### src/rtl/instr_decode_queue_if.sv
// instr_decode_queue_if: fetch-side and execute-side handshake bundle for the decode queue
// master drives in_valid/instr/out_ready; slave (the queue) drives everything else
interface instr_decode_queue_if #(
  parameter int OP_W = 4,
  parameter int PARAM_W = 6,
  parameter int DEPTH = 4
);
  localparam int INSTR_W = OP_W + 2*PARAM_W;
  logic in_valid;
  logic in_ready;
  logic [INSTR_W-1:0] instr;
  logic out_valid;
  logic out_ready;
  logic [OP_W-1:0] state;
  logic [PARAM_W-1:0] parameter1;
  logic [PARAM_W-1:0] parameter2;
  logic [INSTR_W-1:0] imm;
  logic has_imm;
  logic illegal;
  logic [$clog2(DEPTH):0] level;
  modport master (
    output in_valid, instr, out_ready,
    input in_ready, out_valid, state, parameter1, parameter2, imm, has_imm, illegal, level
  );
  modport slave (
    input in_valid, instr, out_ready,
    output in_ready, out_valid, state, parameter1, parameter2, imm, has_imm, illegal, level
  );
endinterface

### src/rtl/instr_decode_queue.sv
// instr_decode_queue: decodes instruction words (with optional immediate word) into a DEPTH-deep FIFO
// clk/reset (async, active-high), flush (sync clear of FIFO and FSM)
// bus.in_valid/in_ready/instr: word input; bus.out_valid/out_ready: head handshake
// bus.state/parameter1/parameter2/imm/has_imm/illegal: head fields (0 when empty); bus.level: occupancy
module instr_decode_queue #(
  parameter int OP_W = 4,
  parameter int PARAM_W = 6,
  parameter int DEPTH = 4,
  parameter logic [2**OP_W-1:0] LONG_OP_MASK = 16'h8000,
  parameter logic [2**OP_W-1:0] ILLEGAL_MASK = 16'h4000
) (
  input logic clk,
  input logic reset,
  input logic flush,
  instr_decode_queue_if.slave bus
);
  localparam int INSTR_W = OP_W + 2*PARAM_W;
  localparam int AW = $clog2(DEPTH);
  localparam int EW = 2*INSTR_W + 2;
  localparam logic [AW:0] FULL = (AW+1)'(DEPTH);
  typedef enum logic {S_OP, S_EXT} fsm_t;
  fsm_t st, st_nx;
  logic [EW-1:0] mem [DEPTH];
  logic [EW-1:0] ent, head;
  logic [AW-1:0] wr_ptr, rd_ptr;
  logic [AW:0] cnt;
  logic [INSTR_W-1:0] pend, hw;
  logic [OP_W-1:0] op, pend_op;
  logic acc, pop, push, is_long;
  assign op = bus.instr[INSTR_W-1 -: OP_W];
  assign pend_op = pend[INSTR_W-1 -: OP_W];
  assign bus.in_ready = (cnt < FULL) && !flush;
  assign bus.out_valid = cnt != '0;
  assign bus.level = cnt;
  assign acc = bus.in_valid && bus.in_ready;
  assign pop = bus.out_valid && bus.out_ready;
  assign head = bus.out_valid ? mem[rd_ptr] : '0;
  assign {hw, bus.imm, bus.has_imm, bus.illegal} = head;
  assign bus.state = hw[INSTR_W-1 -: OP_W];
  assign bus.parameter1 = hw[2*PARAM_W-1 -: PARAM_W];
  assign bus.parameter2 = hw[PARAM_W-1:0];
  always_comb begin
    is_long = LONG_OP_MASK[op];
    push = acc && (st == S_EXT || !is_long);
    ent = st == S_EXT ? {pend, bus.instr, 1'b1, ILLEGAL_MASK[pend_op]}
                      : {bus.instr, {INSTR_W{1'b0}}, 1'b0, ILLEGAL_MASK[op]};
    st_nx = flush ? S_OP : !acc ? st : (st == S_OP && is_long) ? S_EXT : S_OP;
  end
  always_ff @(posedge clk or posedge reset)
    if (reset) st <= S_OP;
    else st <= st_nx;
  always_ff @(posedge clk or posedge reset)
    if (reset) begin
      wr_ptr <= '0;
      rd_ptr <= '0;
      cnt <= '0;
      pend <= '0;
    end else if (flush) begin
      wr_ptr <= '0;
      rd_ptr <= '0;
      cnt <= '0;
      pend <= '0;
    end else begin
      if (push) wr_ptr <= wr_ptr + 1'b1;
      if (pop) rd_ptr <= rd_ptr + 1'b1;
      cnt <= cnt + (AW+1)'(push) - (AW+1)'(pop);
      if (acc && st == S_OP && is_long) pend <= bus.instr;
    end
  always_ff @(posedge clk)
    if (push) mem[wr_ptr] <= ent;
endmodule

### src/flat_wrapper.sv
// flat-port wrapper written by rule: the top's interface ports become plain ports
module instr_decode_queue_flat 
#(
  parameter int OP_W = 4,
  parameter int PARAM_W = 6,
  parameter int DEPTH = 4,
  parameter logic [2**OP_W-1:0] LONG_OP_MASK = 16'h8000,
  parameter logic [2**OP_W-1:0] ILLEGAL_MASK = 16'h4000
)
  (clk, reset, flush, bus_in_valid, bus_instr, bus_out_ready, bus_in_ready, bus_out_valid, bus_state, bus_parameter1, bus_parameter2, bus_imm, bus_has_imm, bus_illegal, bus_level);
  instr_decode_queue_if #(.OP_W(OP_W), .PARAM_W(PARAM_W), .DEPTH(DEPTH)) bus_i ();
  input logic clk;
  input logic reset;
  input logic flush;
  input wire logic [$bits(bus_i.in_valid)-1:0] bus_in_valid;
  input wire logic [$bits(bus_i.instr)-1:0] bus_instr;
  input wire logic [$bits(bus_i.out_ready)-1:0] bus_out_ready;
  output wire logic [$bits(bus_i.in_ready)-1:0] bus_in_ready;
  output wire logic [$bits(bus_i.out_valid)-1:0] bus_out_valid;
  output wire logic [$bits(bus_i.state)-1:0] bus_state;
  output wire logic [$bits(bus_i.parameter1)-1:0] bus_parameter1;
  output wire logic [$bits(bus_i.parameter2)-1:0] bus_parameter2;
  output wire logic [$bits(bus_i.imm)-1:0] bus_imm;
  output wire logic [$bits(bus_i.has_imm)-1:0] bus_has_imm;
  output wire logic [$bits(bus_i.illegal)-1:0] bus_illegal;
  output wire logic [$bits(bus_i.level)-1:0] bus_level;
  assign bus_i.in_valid = bus_in_valid;
  assign bus_i.instr = bus_instr;
  assign bus_i.out_ready = bus_out_ready;
  assign bus_in_ready = bus_i.in_ready;
  assign bus_out_valid = bus_i.out_valid;
  assign bus_state = bus_i.state;
  assign bus_parameter1 = bus_i.parameter1;
  assign bus_parameter2 = bus_i.parameter2;
  assign bus_imm = bus_i.imm;
  assign bus_has_imm = bus_i.has_imm;
  assign bus_illegal = bus_i.illegal;
  assign bus_level = bus_i.level;
  instr_decode_queue #(.OP_W(OP_W), .PARAM_W(PARAM_W), .DEPTH(DEPTH), .LONG_OP_MASK(LONG_OP_MASK), .ILLEGAL_MASK(ILLEGAL_MASK)) u_core (.clk(clk), .reset(reset), .flush(flush), .bus(bus_i));
endmodule
### config.mk
export PLATFORM = sky130hd
export DESIGN_NAME = instr_decode_queue_flat
export DESIGN_NICKNAME = d
export VERILOG_FILES = /design/src/rtl/instr_decode_queue_if.sv /design/src/rtl/instr_decode_queue.sv /design/src/flat_wrapper.sv
export SDC_FILE = /design/constraint.sdc
export NUM_CORES = 1
export LEC_CHECK = 0
export CAP_MARGIN = 10
export CORE_MARGIN = 10
export CORE_UTILIZATION = 30
export DETAILED_ROUTE_END_ITERATION = 10
export GPL_ROUTABILITY_DRIVEN = 0
export PLACE_DENSITY = 0.46
export SYNTH_ARGS = -nofsm -noshare
export SYNTH_HDL_FRONTEND = slang
export SYNTH_SLANG_ARGS = --single-unit
### constraint.sdc
create_clock -name clk -period 7.76 [get_ports clk]
set_clock_uncertainty 0.15 [all_clocks]
set_input_delay 1.552 -clock clk [delete_from_list [all_inputs] [get_ports clk]]
set_output_delay 1.552 -clock clk [all_outputs]
set_load 0.05 [all_outputs]
==> results of run 1 <==
==> worst max-delay path: cells and delay by family <==
kind	cells	cell delay (ns)
simple gates	1	0.18
buf+inv	3	1.46
==> how the worst min path moves through the flow <==
stage                     start          endpoint  slack (ns)  cells after the start
3_5_place_dp    u_core.pend[12]   u_core.pend[12]        0.40                      2
3_3_place_gp   u_core.wr_ptr[0]  u_core.wr_ptr[0]        0.38                      1
5_1_grt         u_core.pend[12]   u_core.pend[12]        0.43                      2
6_report        u_core.pend[15]   u_core.pend[15]        0.41                      2
2_1_floorplan         u_core.st  u_core.mem[0][1]        0.35                      0
4_1_cts         u_core.pend[15]   u_core.pend[15]        0.41                      2
==> cells in the final DEF, fill, tap and decap left out, types with 10 or more instances in the layout <==
cell	count
and2_1	21
mux4_2	34
buf_4	10
mux2_2	24
clkbuf_16	17
dfrtp_1	23
inv_1	12
edfxtp_1	136
nor2b_1	41
clkdlybuf4s50_1	59
==> per-stage QoR <==
stage	setup WS (ns)	hold slack [ns]
after global routing	2.79	0.434
after CTS	2.82	0.408
after detailed placement	2.82	0.397
after floorplan	3.46	0.347
final	2.85	0.408
after global placement	2.83	0.382
==> state kept, by name (all words and copies together) (netlist names) <==
signal / cells
u_core.mem: 136
u_core.pend: 16
u_core.bus.level: 3
u_core.rd_ptr: 2
u_core.wr_ptr: 2
u_core.st: 1
==> final cells by class <==
type,count,area [sq um]
Fill cell,2041,13600
Sequential cell,160,4690
Multi-Input combinational cell,166,1840
Timing Repair Buffer,69,666
Clock buffer,19,433
Tap cell,280,350
Clock inverter,12,184
Inverter,12,45.0
==> metal layers <==
metal	share of wire [%]	up-vias	GRT usage (%)	routed length [um]
li1	-	1493	-	-
met1	43	1675	12.8	6240
met2	51	58	17.3	7390
met3	4.3	10	3.38	625
met4	0.83	0	3.15	119
met5	0	-	0	0
==> power groups by stage <==
stage          Combinational [mW]  Clock, mW  Sequential (mW)
2_1_floorplan               0.702          0             1.04
3_3_place_gp                 1.06          0             1.03
3_5_place_dp                 1.06          0             1.03
4_1_cts                      1.06      0.890             1.02
5_1_grt                      1.10      0.927             1.02
6_report                     1.03      0.865             1.01
==> logic make-up (layout without fill, tap and decap cells) <==
logic type | after synthesis | in the layout | synth area share, %
DFF | 160 | 160 | 70.3
and+or+nand+nor | 83 | 83 | 7.99
muxes | 64 | 64 | 16.8
buffers and inverters | 30 | 112 | 2.14
AOI/OAI and AO/OA | 9 | 9 | 0.864
adders and majority gates | 7 | 7 | 1.43
xor gates and xnor gates | 3 | 3 | 0.395
==> impl_metrics.env, run 1 <==
export IMPL_dpl_cell_area_sq_um=7580
export IMPL_ant_nets=0
export IMPL_reg2reg_from="u_core.bus.level[2]"
export IMPL_instances_no_fill=718
export IMPL_setup_viol=0
export IMPL_synth_yosys_seq_area_share_pct=70.3
export IMPL_max_vdd_ir_drop_v=0.000297
export IMPL_p_leak_nw=2.81
export IMPL_syn_area_per_cell_sq_um=18.7
export IMPL_nets=454
export IMPL_cts_tree="done"
export IMPL_cp_slowest_cell="clkdlybuf4s50_1"
export IMPL_cp_max_fo=26
export IMPL_cts_root_buf="clkbuf_16"
export IMPL_hold_viol=0
export IMPL_worst_ep_arrival_time_ns=3.21
export IMPL_yosysUniqueCellTypes=28
export IMPL_clkPwrFrac_pct=29.7
export IMPL_switching_share_pct=34.7
export IMPL_post_cts_buffers=0
export IMPL_p_int_mw=1.90
export IMPL_clockBufferDepth=2
export IMPL_cts_htree_levels=4
export IMPL_antenna_found_initial=0
export IMPL_cpPeakStageDelay_ns=0.83
export IMPL_cp_endpoint="bus_in_ready"
export IMPL_pwr_share_seq_pct=34.9
export IMPL_grt_max_degree=39
export IMPL_synthFlopType="edfxtp_1"
export IMPL_path_cells="clkdlybuf4s50_1, buf_4, nor2_1, clkdlybuf4s50_1"
export IMPL_numPortBuffers=59
export IMPL_finalPower_mw=2.91
export IMPL_track_usage_pct=10.5
export IMPL_clk_pin_slew_ns=0.06
export IMPL_dr_first_iter_drc_count=130
export IMPL_cts_sinks=160
export IMPL_synth_edff_count=136
export IMPL_netlist_instances=356
export IMPL_drive_gt1_share_pct=24.7
export IMPL_yosys_top_cells_area="edfxtp_1 61%, mux4_2 11%, dfrtp_1 9.0%, mux2_2 4.1%, nor2b_1 3.9%"
export IMPL_critical_path_startpoint="flush"
export IMPL_max_freq_mhz=204
export IMPL_grt_setup_unrepaired="false"
export IMPL_slew_viol_final=0
export IMPL_start_util_pct=30.5
export IMPL_combPwrFrac_pct=35.4
export IMPL_vias=3236
export IMPL_via_per_inst=4.51
export IMPL_design_area_sq_um=8200
export IMPL_crit_path_end_kind="output port"
export IMPL_setup_worst_path_class="input pin to output port"
export IMPL_grt_ovfl_total=0
export IMPL_synth_area_sq_um=6660
export IMPL_final_core_util_pct=37.6
export IMPL_worstMarginPinSlew_ns=1.11
export IMPL_yosysMostFrequentCell="edfxtp_1"
export IMPL_synth_largest_area_cell="edfxtp_1"
export IMPL_hold_class="register to register"
export IMPL_period_minus_slack_ns=4.91
export IMPL_worst_ep_required_time_ns=6.06
export IMPL_grt_pass1_wl_um=22300
export IMPL_r2r_slack_ns=4.87
export IMPL_core_sq_um=21800
export IMPL_drc=0
export IMPL_ys_seq_elements=160
export IMPL_area_growth_pct=23.1
export IMPL_ctsHoldBuffers=0
export IMPL_syn_num_nets=384
export IMPL_cts_resized=0
export IMPL_synth_top_area_share_pct=61.3
export IMPL_reg2regPathDepth=4
export IMPL_cts_buffers=17
export IMPL_die_w_um=169
export IMPL_clk_latency_ns=0.42
export IMPL_die_area_sq_um=28600
export IMPL_place_hpwl_um=8850
export IMPL_max_slew_margin_pct=26.0
export IMPL_cp_common_cell="clkdlybuf4s50_1"
export IMPL_wl_um=14400
export IMPL_drtPass1Iterations=4
export IMPL_first_global_vias=3630
export IMPL_fin_setup_tns_ns=0
export IMPL_wl_per_cell_um=20.0
export IMPL_die_h_um=169
export IMPL_critPathLaunchType="input pin"
export IMPL_period_share_pct=63.3
export IMPL_diodes=0
export IMPL_status="finished clean"
export IMPL_r2r_end="u_core.mem[1][11]"
export IMPL_io_pins=60
export IMPL_dp_cells=687
export IMPL_power_switching_mw=1.01
export IMPL_synth_async_reset_ratio_pct=15.0
export IMPL_yosysWarnings=0
export IMPL_maxCapViolCount=0
export IMPL_p_per_area_nw_per_um2=355
export IMPL_num_rows=54
export IMPL_synthTopCellsByCount="136 x edfxtp_1, 41 x nor2b_1, 34 x mux4_2"
No activity file was read; power rests on OpenSTA's default activity.
==> run 2, diff against run 1 <==
--- a/config.mk
+++ b/config.mk
@@ -10,7 +10,7 @@
 export CORE_UTILIZATION = 30
 export DETAILED_ROUTE_END_ITERATION = 10
 export GPL_ROUTABILITY_DRIVEN = 0
-export PLACE_DENSITY = 0.46
+export PLACE_DENSITY = 0.48
 export SYNTH_ARGS = -nofsm -noshare
 export SYNTH_HDL_FRONTEND = slang
 export SYNTH_SLANG_ARGS = --single-unit
==> constraint.sdc (replaced) <==
create_clock -name clk -period 4.4 [get_ports clk]
set_clock_uncertainty 0.15 [all_clocks]
set_input_delay 0.88 -clock clk [delete_from_list [all_inputs] [get_ports clk]]
set_output_delay 0.88 -clock clk [all_outputs]
set_load 0.05 [all_outputs]
==> impl_metrics.env, run 2 (same netlist as run 1, synthesis figures left out) <==
export IMPL_status="finished clean"
export IMPL_top_register="u_core.mem"
export IMPL_diodes=0
export IMPL_fin_setup_tns_ns=0
export IMPL_largest_register_ffs=136
export IMPL_place_hpwl_um=9280
export IMPL_drtPass1Iterations=4
export IMPL_post_cts_buffers=0
export IMPL_cts_buffers=17
export IMPL_power_switching_mw=1.77
export IMPL_vias=3312
export IMPL_area_growth_pct=23.9
export IMPL_hold_viol=0
export IMPL_reg2reg_from="u_core.bus.level[1]"
export IMPL_r2r_end="u_core.bus.level[2]"
export IMPL_grt_max_degree=39
export IMPL_io_pins=60
export IMPL_numPortBuffers=59
export IMPL_clockBufferDepth=2
export IMPL_cts_sinks=160
export IMPL_fillers=2031
export IMPL_die_area_sq_um=28600
export IMPL_clk_pin_slew_ns=0.06
export IMPL_reg2regPathDepth=10
export IMPL_start_util_pct=30.5
export IMPL_dr_first_iter_drc_count=186
export IMPL_wl_per_cell_um=20.0
export IMPL_period_share_pct=87.1
export IMPL_cts_htree_levels=4
export IMPL_die_w_um=169
export IMPL_layout_common_cells="136 x edfxtp_1, 59 x clkdlybuf4s50_1, 41 x nor2b_1"
export IMPL_core_sq_um=21800
export IMPL_hold_path_depth=2
export IMPL_via_per_inst=4.56
export IMPL_first_global_vias=3733
export IMPL_track_usage_pct=10.5
export IMPL_switching_share_pct=34.5
export IMPL_p_per_area_nw_per_um2=623
export IMPL_worstMarginPinSlew_ns=0.580
export IMPL_r2r_slack_ns=1.78
export IMPL_combPwrFrac_pct=35.4
export IMPL_max_freq_mhz=261
export IMPL_max_vdd_ir_drop_v=0.000307
export IMPL_worst_ep_required_time_ns=3.37
export IMPL_instances_no_fill=727
export IMPL_setup_worst_path_class="register to output port"
export IMPL_pwr_share_seq_pct=35.3
export IMPL_p_leak_nw=2.85
export IMPL_p_int_mw=3.36
export IMPL_finalPower_mw=5.14
export IMPL_crit_path_end_kind="output port"
export IMPL_final_core_util_pct=37.8
export IMPL_num_rows=54
export IMPL_drive_gt1_share_pct=25.5
export IMPL_grt_pass1_wl_um=22500
export IMPL_cp_max_fo=12
export IMPL_grt_setup_unrepaired="false"
export IMPL_clk_latency_ns=0.42
export IMPL_nets=462
export IMPL_hold_class="register to register"
export IMPL_worst_ep_arrival_time_ns=2.80
export IMPL_cts_root_buf="clkbuf_16"
export IMPL_critPathLaunchType="register"
export IMPL_die_h_um=169
export IMPL_period_minus_slack_ns=3.83
export IMPL_setup_viol=0
export IMPL_ant_nets=0
export IMPL_drc=0
export IMPL_wl_um=14500
export IMPL_grt_ovfl_total=0
export IMPL_maxCapViolCount=0
export IMPL_antenna_found_initial=0
export IMPL_dp_cells=695
export IMPL_slew_viol_final=0
export IMPL_max_slew_margin_pct=61.3
export IMPL_mostFrequentLayoutCell="edfxtp_1"
export IMPL_hold_end="u_core.pend[15]"
export IMPL_cts_resized=0
export IMPL_ctsHoldBuffers=0
export IMPL_worstHoldStart="u_core.pend[15]"
export IMPL_cts_tree="done"
export IMPL_clkPwrFrac_pct=29.4
## run 2: cell types whose count changed in the layout (fill, tap and decap cells not counted), sizes merged
| cell | before | now |
|---|---|---|
| buf | 10 | 18 |
| clkinv | 4 | 6 |
| clkinvlp | 2 | 1 |
| clkbuf | 19 | 21 |
| inv | 14 | 12 |
## run 2: worst max-delay path, cell delays in order (launching register included)
cell,delay [ns]
dfrtp_2,0.61
buf_4,0.36
mux4_2,0.53
nor2b_1,0.16
clkdlybuf4s50_1,0.73
## run 2: worst max path at each step
stage	start	to	slack [ns]	cells past startpoint
2_1_floorplan	flush	bus_in_ready	1.45	3
3_3_place_gp	u_core.rd_ptr[0]	bus_imm[4]	0.92	4
3_5_place_dp	u_core.rd_ptr[0]	bus_state[1]	0.90	4
4_1_cts	u_core.rd_ptr[0]	bus_state[1]	0.46	4
5_1_grt	u_core.rd_ptr[0]	bus_state[1]	0.39	4
6_report	u_core.rd_ptr[0]	bus_state[0]	0.57	4
## run 2: routing by layer
metal	part of all wire [%]	vias up	global-route usage (%)
met5	0	-	0
met4	1.3	0	3.49
met3	4.3	15	3.15
met2	51	61	17.6
met1	44	1719	12.8
li1	-	1517	-
## run 2: area by class of cell
cell class / count / area [sq um] / area share, %
flip-flops and latches: 160 / 4690 / 56.8
multi-input cells: 166 / 1840 / 22.3
repair buffers: 77 / 726 / 8.80
clock buffers: 21 / 440 / 5.34
well taps: 280 / 350 / 4.25
clock inverters: 11 / 164 / 1.99
inverters: 12 / 45.0 / 0.546
## run 2: power groups by stage
| stage | registers (mW) | clock network (mW) | logic (mW) |
|---|---|---|---|
| after floorplan | 1.83 | 0 | 1.24 |
| after global placement | 1.84 | 0 | 1.86 |
| after detailed placement | 1.85 | 0 | 1.86 |
| after CTS | 1.82 | 1.54 | 1.87 |
| after global routing | 1.83 | 1.61 | 1.93 |
| final | 1.81 | 1.51 | 1.82 |
## run 2: metrics by stage
| step | worst slack [ns] | hold slack (ns) | area, sq um |
|---|---|---|---|
| after global routing | 0.392 | 0.445 | 8250 |
| after floorplan | 1.45 | 0.347 | 6660 |
| after detailed placement | 0.905 | 0.392 | 7640 |
| after CTS | 0.457 | 0.407 | 8250 |
| after global placement | 0.917 | 0.380 | 7640 |
| final | 0.567 | 0.406 | 8250 |
==> run 3, diff against run 2 <==
--- a/config.mk
+++ b/config.mk
@@ -5,7 +5,7 @@
 export SDC_FILE = /design/constraint.sdc
 export NUM_CORES = 1
 export LEC_CHECK = 0
-export CAP_MARGIN = 10
+export CAP_MARGIN = 20
 export CORE_MARGIN = 10
 export CORE_UTILIZATION = 30
 export DETAILED_ROUTE_END_ITERATION = 10
==> results of run 3 <==
Final layout, timing and power as in run 2 (identical DEF).
